`src/rtl/duckhunt_pkg.sv`:
```
// rtl/duckhunt_pkg.sv - shared DuckHunt widths and firing state encoding
package duckhunt_pkg;

    // Default screen coordinate widths shared by the bird, player and firing blocks
    localparam int DH_X_W = 8;
    localparam int DH_Y_W = 7;

    // Firing state encoding
    localparam logic [1:0] ST_IDLE_ENC   = 2'd0;
    localparam logic [1:0] ST_SCAN_ENC   = 2'd1;
    localparam logic [1:0] ST_REPORT_ENC = 2'd2;
    localparam logic [1:0] ST_RELOAD_ENC = 2'd3;

    typedef enum logic [1:0] {
        IDLE   = ST_IDLE_ENC,
        SCAN   = ST_SCAN_ENC,
        REPORT = ST_REPORT_ENC,
        RELOAD = ST_RELOAD_ENC
    } fire_state_t;

endpackage

```
`src/rtl/box_overlap.sv`:
```
// rtl/box_overlap.sv - 1-D inclusive interval overlap of two boxes
//   a       : start of box A (side A_BOX)
//   b       : start of box B (side B_BOX)
//   overlap : the closed intervals [a, a+A_BOX-1] and [b, b+B_BOX-1] intersect
module box_overlap #(
    parameter int W     = 8,
    parameter int A_BOX = 3,
    parameter int B_BOX = 4
) (
    input  logic [W-1:0] a,
    input  logic [W-1:0] b,
    output logic         overlap
);

    localparam logic [W:0] A_SPAN = (W+1)'(A_BOX - 1);
    localparam logic [W:0] B_SPAN = (W+1)'(B_BOX - 1);

    // One extra bit so a box hanging off the right/bottom edge never wraps to 0
    logic [W:0] a_ext;
    logic [W:0] b_ext;
    logic [W:0] a_end;
    logic [W:0] b_end;

    assign a_ext   = {1'b0, a};
    assign b_ext   = {1'b0, b};
    assign a_end   = a_ext + A_SPAN;
    assign b_end   = b_ext + B_SPAN;
    assign overlap = (a_ext <= b_end) && (b_ext <= a_end);

endmodule

```
`src/rtl/firing_unit.sv`:
```
// rtl/firing_unit.sv - shot resolution: magazine, per-bird hit scan, timed reload
//   clk, reset_n      : clock, asynchronous active-low reset
//   fire, reload      : shot / reload requests from the control FSM
//   x_player,y_player : crosshair top-left
//   bird_x,bird_y     : packed bird top-left positions, bird i at [i*W +: W]
//   bird_alive        : per-bird alive flags
//   remaining_shots   : shots left in the magazine
//   busy, reloading   : status (busy in SCAN/REPORT/RELOAD, reloading in RELOAD)
//   shot_valid        : one-cycle pulse, hit_mask/hit_any updated
//   hit_mask, hit_any : result of the last resolved shot
//   dry_fire          : one-cycle pulse on fire with an empty magazine
module firing_unit
    import duckhunt_pkg::*;
#(
    parameter int X_W           = DH_X_W,
    parameter int Y_W           = DH_Y_W,
    parameter int NUM_BIRDS     = 2,
    parameter int MAG_SIZE      = 3,
    parameter int PLAYER_BOX    = 3,
    parameter int BIRD_BOX      = 4,
    parameter int RELOAD_CYCLES = 25000000
) (
    input  logic                           clk,
    input  logic                           reset_n,
    input  logic                           fire,
    input  logic                           reload,
    input  logic [X_W-1:0]                 x_player,
    input  logic [Y_W-1:0]                 y_player,
    input  logic [NUM_BIRDS*X_W-1:0]       bird_x,
    input  logic [NUM_BIRDS*Y_W-1:0]       bird_y,
    input  logic [NUM_BIRDS-1:0]           bird_alive,
    output logic [$clog2(MAG_SIZE+1)-1:0]  remaining_shots,
    output logic                           busy,
    output logic                           reloading,
    output logic                           shot_valid,
    output logic [NUM_BIRDS-1:0]           hit_mask,
    output logic                           hit_any,
    output logic                           dry_fire
);

    localparam int SHOT_W = $clog2(MAG_SIZE + 1);
    localparam int IDX_W  = (NUM_BIRDS > 1) ? $clog2(NUM_BIRDS) : 1;
    localparam int CNT_W  = (RELOAD_CYCLES > 1) ? $clog2(RELOAD_CYCLES) : 1;

    localparam logic [SHOT_W-1:0] MAG_FULL    = SHOT_W'(MAG_SIZE);
    localparam logic [IDX_W-1:0]  LAST_IDX    = IDX_W'(NUM_BIRDS - 1);
    localparam logic [CNT_W-1:0]  RELOAD_LAST = CNT_W'(RELOAD_CYCLES - 1);

    fire_state_t                state;
    logic [IDX_W-1:0]           scan_idx;
    logic [CNT_W-1:0]           reload_cnt;
    logic [NUM_BIRDS-1:0]       acc;

    // Snapshot taken when a shot is accepted; the scan never looks at live inputs
    logic [X_W-1:0]             xp_q;
    logic [Y_W-1:0]             yp_q;
    logic [NUM_BIRDS*X_W-1:0]   bx_q;
    logic [NUM_BIRDS*Y_W-1:0]   by_q;
    logic [NUM_BIRDS-1:0]       alive_q;

    logic [X_W-1:0]             cur_bx;
    logic [Y_W-1:0]             cur_by;
    logic                       cur_alive;
    logic                       x_ovl;
    logic                       y_ovl;
    logic                       cur_hit;

    always_comb begin
        cur_bx    = '0;
        cur_by    = '0;
        cur_alive = 1'b0;
        for (int i = 0; i < NUM_BIRDS; i++) begin
            if (scan_idx == IDX_W'(i)) begin
                cur_bx    = bx_q[i*X_W +: X_W];
                cur_by    = by_q[i*Y_W +: Y_W];
                cur_alive = alive_q[i];
            end
        end
    end

    box_overlap #(
        .W     (X_W),
        .A_BOX (PLAYER_BOX),
        .B_BOX (BIRD_BOX)
    ) u_x_overlap (
        .a       (xp_q),
        .b       (cur_bx),
        .overlap (x_ovl)
    );

    box_overlap #(
        .W     (Y_W),
        .A_BOX (PLAYER_BOX),
        .B_BOX (BIRD_BOX)
    ) u_y_overlap (
        .a       (yp_q),
        .b       (cur_by),
        .overlap (y_ovl)
    );

    assign cur_hit = cur_alive & x_ovl & y_ovl;

    always_ff @(posedge clk or negedge reset_n) begin
        if (!reset_n) begin
            state           <= IDLE;
            scan_idx        <= '0;
            reload_cnt      <= '0;
            acc             <= '0;
            xp_q            <= '0;
            yp_q            <= '0;
            bx_q            <= '0;
            by_q            <= '0;
            alive_q         <= '0;
            remaining_shots <= MAG_FULL;
            busy            <= 1'b0;
            reloading       <= 1'b0;
            shot_valid      <= 1'b0;
            hit_mask        <= '0;
            hit_any         <= 1'b0;
            dry_fire        <= 1'b0;
        end else begin
            shot_valid <= 1'b0;
            dry_fire   <= 1'b0;

            case (state)
                IDLE: begin
                    // fire takes priority; a simultaneous reload is dropped
                    if (fire) begin
                        if (remaining_shots != '0) begin
                            xp_q            <= x_player;
                            yp_q            <= y_player;
                            bx_q            <= bird_x;
                            by_q            <= bird_y;
                            alive_q         <= bird_alive;
                            remaining_shots <= remaining_shots - SHOT_W'(1);
                            acc             <= '0;
                            scan_idx        <= '0;
                            busy            <= 1'b1;
                            state           <= SCAN;
                        end else begin
                            dry_fire <= 1'b1;
                        end
                    end else if (reload && (remaining_shots != MAG_FULL)) begin
                        reload_cnt <= RELOAD_LAST;
                        busy       <= 1'b1;
                        reloading  <= 1'b1;
                        state      <= RELOAD;
                    end
                end

                SCAN: begin
                    if (cur_hit) begin
                        acc[scan_idx] <= 1'b1;
                    end
                    if (scan_idx == LAST_IDX) begin
                        state <= REPORT;
                    end else begin
                        scan_idx <= scan_idx + IDX_W'(1);
                    end
                end

                REPORT: begin
                    hit_mask   <= acc;
                    hit_any    <= |acc;
                    shot_valid <= 1'b1;
                    busy       <= 1'b0;
                    state      <= IDLE;
                end

                RELOAD: begin
                    // Counter runs RELOAD_CYCLES-1 down to 0: RELOAD_CYCLES cycles in total
                    if (reload_cnt == '0) begin
                        remaining_shots <= MAG_FULL;
                        reloading       <= 1'b0;
                        busy            <= 1'b0;
                        state           <= IDLE;
                    end else begin
                        reload_cnt <= reload_cnt - CNT_W'(1);
                    end
                end

                default: begin
                    state <= IDLE;
                end
            endcase
        end
    end

endmodule

```
`config.mk`:
```
export PLATFORM = sky130hd
export DESIGN_NAME = firing_unit
export DESIGN_NICKNAME = d
export VERILOG_FILES = /design/src/rtl/duckhunt_pkg.sv /design/src/rtl/box_overlap.sv /design/src/rtl/firing_unit.sv
export SDC_FILE = /design/constraint.sdc
export NUM_CORES = 1
export LEC_CHECK = 0
export CORE_UTILIZATION = 45
export DETAILED_ROUTE_END_ITERATION = 12
export DONT_BUFFER_PORTS = 1
export GPL_TIMING_DRIVEN = 0
export HOLD_SLACK_MARGIN = 0.03
export SKIP_LAST_GASP = 1
export SYNTH_ARGS = -nofsm -noshare
export SYNTH_HDL_FRONTEND = slang
export SYNTH_SLANG_ARGS = --single-unit
```
`constraint.sdc`:
```
create_clock -name clk -period 7.1 [get_ports clk]
set_input_delay 1.065 -clock clk [delete_from_list [all_inputs] [get_ports clk]]
set_output_delay 1.065 -clock clk [all_outputs]
set_load 0.01 [all_outputs]
```
==> metrics.md <==
| Metric | Value |
|---|---|
| Status | `complete, no violations` |
| Core area | `10500 um2` |
| Num rows | `37` |
| Largest net degree at the start of global routing | `87` |
| Syn Area/Cell | `10.7 um2` |
| Relative slew slack | `18.7%` |
| Cell area after layout | `5300 um2` |
| Layout cells sized above 1 | `16.6%` |
| Cts-stage hold buffer count | `0` |
| Aggregate global-route resource usage | `19.9%` |
| Nets | `561` |
| Worst EP arrival | `3910 ps` |
| VDD IR max | `0.225 mV` |
| Grt total ovfl | `0` |
| M3 GR Usage | `5.11%` |
| WL final | `10400 um` |
| Ports | `60` |
| Root Buffer | `clkbuf_8` |
| Post-Route Setup TNS | `0 ps` |
| Post-synth top area share | `42.7%` |
| Worst R2R End | `acc[0]` |
| Final core occ | `50.6%` |
| Clock skew | `12.6 ps` |
| Met1 usage in global routing | `27.2%` |
| Sequential share of the synthesized area | `43.8%` |
| Final hold viol count | `0` |
| Critical path endpoint | `acc[0]` |
| GPL Wtd Cong | `0.853` |
| Clk sinks | `86` |
| Initial antenna violation count | `1` |
| Synth cell types | `54` |
| Most frequent cell after synthesis | `dfrtp_1` |
| Synth-to-Final Area Change | `7.63%` |
| H-Tree Depth | `3` |
| Critical path peak fanout | `10` |
| Initial Utilization | `47.0%` |
| Lkg Pwr | `2.23 nW` |
| Mapped Nets | `550` |
| Setup Buffers After CTS | `0` |
| DP Cell Count | `597` |
| Global Route met2 Usage | `30.5%` |
| RSZ-0062 raised after global routing | `no` |
| Final Non-Filler Cells | `614` |
| DR WL/cell | `17.0 um` |
| First-pass GRT wire length | `17400 um` |
| Async SR Flop Fraction | `100%` |
| Fill cells | `1001` |
| Worst r2r src | `scan_idx` |
| Antenna viol nets, final | `0` |
| Synth warnings | `0` |
| Final setup fails | `0` |
| Gr busiest metal | `met2` |
| Cell Area, Placed | `5090 um2` |
| Number of synthesized flops with an enable pin | `0` |
| Top_reg_cell synth | `dfrtp_1` |
| Clk buf depth | `2` |
| Die Width | `107 um` |
| Routed vias | `3438` |
| Number of remaining DRC errors | `0` |
| Drt pass-1 iters | `4` |
| Iteration-0 DRC Markers | `142` |
| Fin crit share | `51.0%` |
| Critical Path RT | `7390 ps` |
| Die height | `107 um` |
| Fin. max-slew vios | `0` |
| Port Buffers | `0` |
| DR vias/cell | `5.60` |
| Min cycle time layout | `3620 ps` |
| Post-synth top area cell | `dfrtp_1` |
| Detail Placement HPWL | `7830 um` |
| Setup crit start | `scan_idx` |
| Critical Path End Type | `flop` |
| Clk_lat worst skew | `380 ps` |
| Reg2reg setup slack | `3480 ps` |
| Max frequency | `276 MHz` |
| Max_cap viols | `0` |
| Vias in the first global route | `3485` |
| Post-CTS Resized | `0` |
| Ranking of synthesized cells by area | `dfrtp_1 43%, mux2_2 11%, ha_1 9.7%` |
| Seq cells post-synth | `86` |
| Post-synth top cells | `84 x dfrtp_1, 50 x mux2_2, 38 x ha_1` |
| Hold Crit Class | `in2async` |
| Worst-Margin Slew | `1210 ps` |
| Worst setup SP type | `flop` |
| CTS Buf Count | `9` |
| Die area | `11400 um2` |
| CTS tree | `yes` |
| Synthesized area | `4920 um2` |
| PwrDens | `491 nW/um2` |
| Post-Syn Instances | `461` |
| Worst-path clk slew | `100 ps` |
| Depth of the worst register-to-register path | `12` |
| Setup CP Type | `reg2reg` |
-- where the power goes --
group	internal [W]	switching, W	leakage [nW]
Combinational	0.000656	0.000700	1.13
Clock	0.000167	0.000198	0.105
Sequential	0.000685	0.000193	0.995
-- sequential cells by signal (all words and copies together), names as in the netlist, 7 cells and up --
name / cells
by_q: 14
yp_q: 7
xp_q: 8
reload_cnt: 25
bx_q: 16
-- cells by family (layout without fill, tap and decap cells) --
| kind of cell | Yosys count | in the layout | share of synthesized area (%) |
|---|---|---|---|
| multiplexers | 60 | 60 | 13.5 |
| AND/OR/NAND/NOR | 139 | 139 | 15.1 |
| other | 0 | 1 | 0 |
| buffers and inverters | 36 | 52 | 2.82 |
| adder cells (fa/ha/maj) | 38 | 38 | 9.66 |
| AO/OA/AOI/OAI | 69 | 69 | 9.26 |
| XOR/XNOR | 33 | 33 | 5.87 |
| flip-flops | 86 | 86 | 43.8 |
-- layout make-up --
type	count	area (um2)	share of cell area (%)
diodes	1	2.50	0.0472
multi-input cells	339	2630	49.6
flip-flops and latches	86	2150	40.7
clock inverters	7	78.8	1.49
plain buffers	14	56.3	1.06
well taps	136	170	3.21
inverters	22	82.6	1.56
clock buffers	9	124	2.34
-- routing by layer --
metal	share of wire (%)	wire [um]
met1	47	4930
met2	46	4790
met3	4.9	512
met4	1.7	182
met5	0.12	13
-- critical path, cell delays in order (launching register included) --
cell and delay [ps]:
dfrtp_1 450, buf_1 530, buf_1 450, mux2i_1 390, ha_1 240, nor2_1 90, xnor2_1 140, ha_1 300
nand4_1 120, o32a_1 350, nand3_1 130, nand3_1 130, o31ai_1 230
-- placed cells by master, fill, tap and decap left out, drive strengths merged, types with 3 or more instances in the layout --
cell type / netlist / layout
nor2: 21 / 21
a211oi: 3 / 3
dfrtp: 84 / 84
o21ai: 17 / 17
a21o: 5 / 5
or4: 4 / 4
nand2: 32 / 32
xor2: 15 / 15
buf: 5 / 5
nand3: 19 / 19
xnor2: 18 / 18
a21oi: 20 / 20
and3: 7 / 7
clkbuf: 9 / 18
mux2: 50 / 50
a31oi: 3 / 3
nor2b: 3 / 3
inv: 22 / 25
o31ai: 5 / 5
or3: 6 / 6
ha: 38 / 38
nor4: 7 / 7
mux2i: 10 / 10
clkinv: 0 / 3
nor3: 13 / 13
nand4: 9 / 9
nand2b: 10 / 10
-- stage by stage --
| step | setup WS [ps] | power (W) | hold WS [ps] |
|---|---|---|---|
| final | 3480 | 0.00260 | 367 |
| after global routing | 3190 | 0.00284 | 350 |
| after CTS | 3440 | 0.00262 | 355 |
| after detailed placement | 3470 | 0.00224 | 489 |
| after global placement | 3490 | 0.00219 | 483 |
| after floorplan | 4190 | 0.00191 | 473 |
-- worst min-delay path by stage --
stage | start | end | slack [ps] | cells after the start
floorplan | bx_q[7] | bx_q[7] | 470 | 1
global placement | bx_q[7] | bx_q[7] | 480 | 1
detailed placement | by_q[5] | by_q[5] | 490 | 1
CTS | reset_n | reload_cnt[24] | 350 | 0
global route | reset_n | shot_valid | 350 | 0
finish | reset_n | reload_cnt[21] | 370 | 0
No activity file was read; power rests on OpenSTA's default activity.
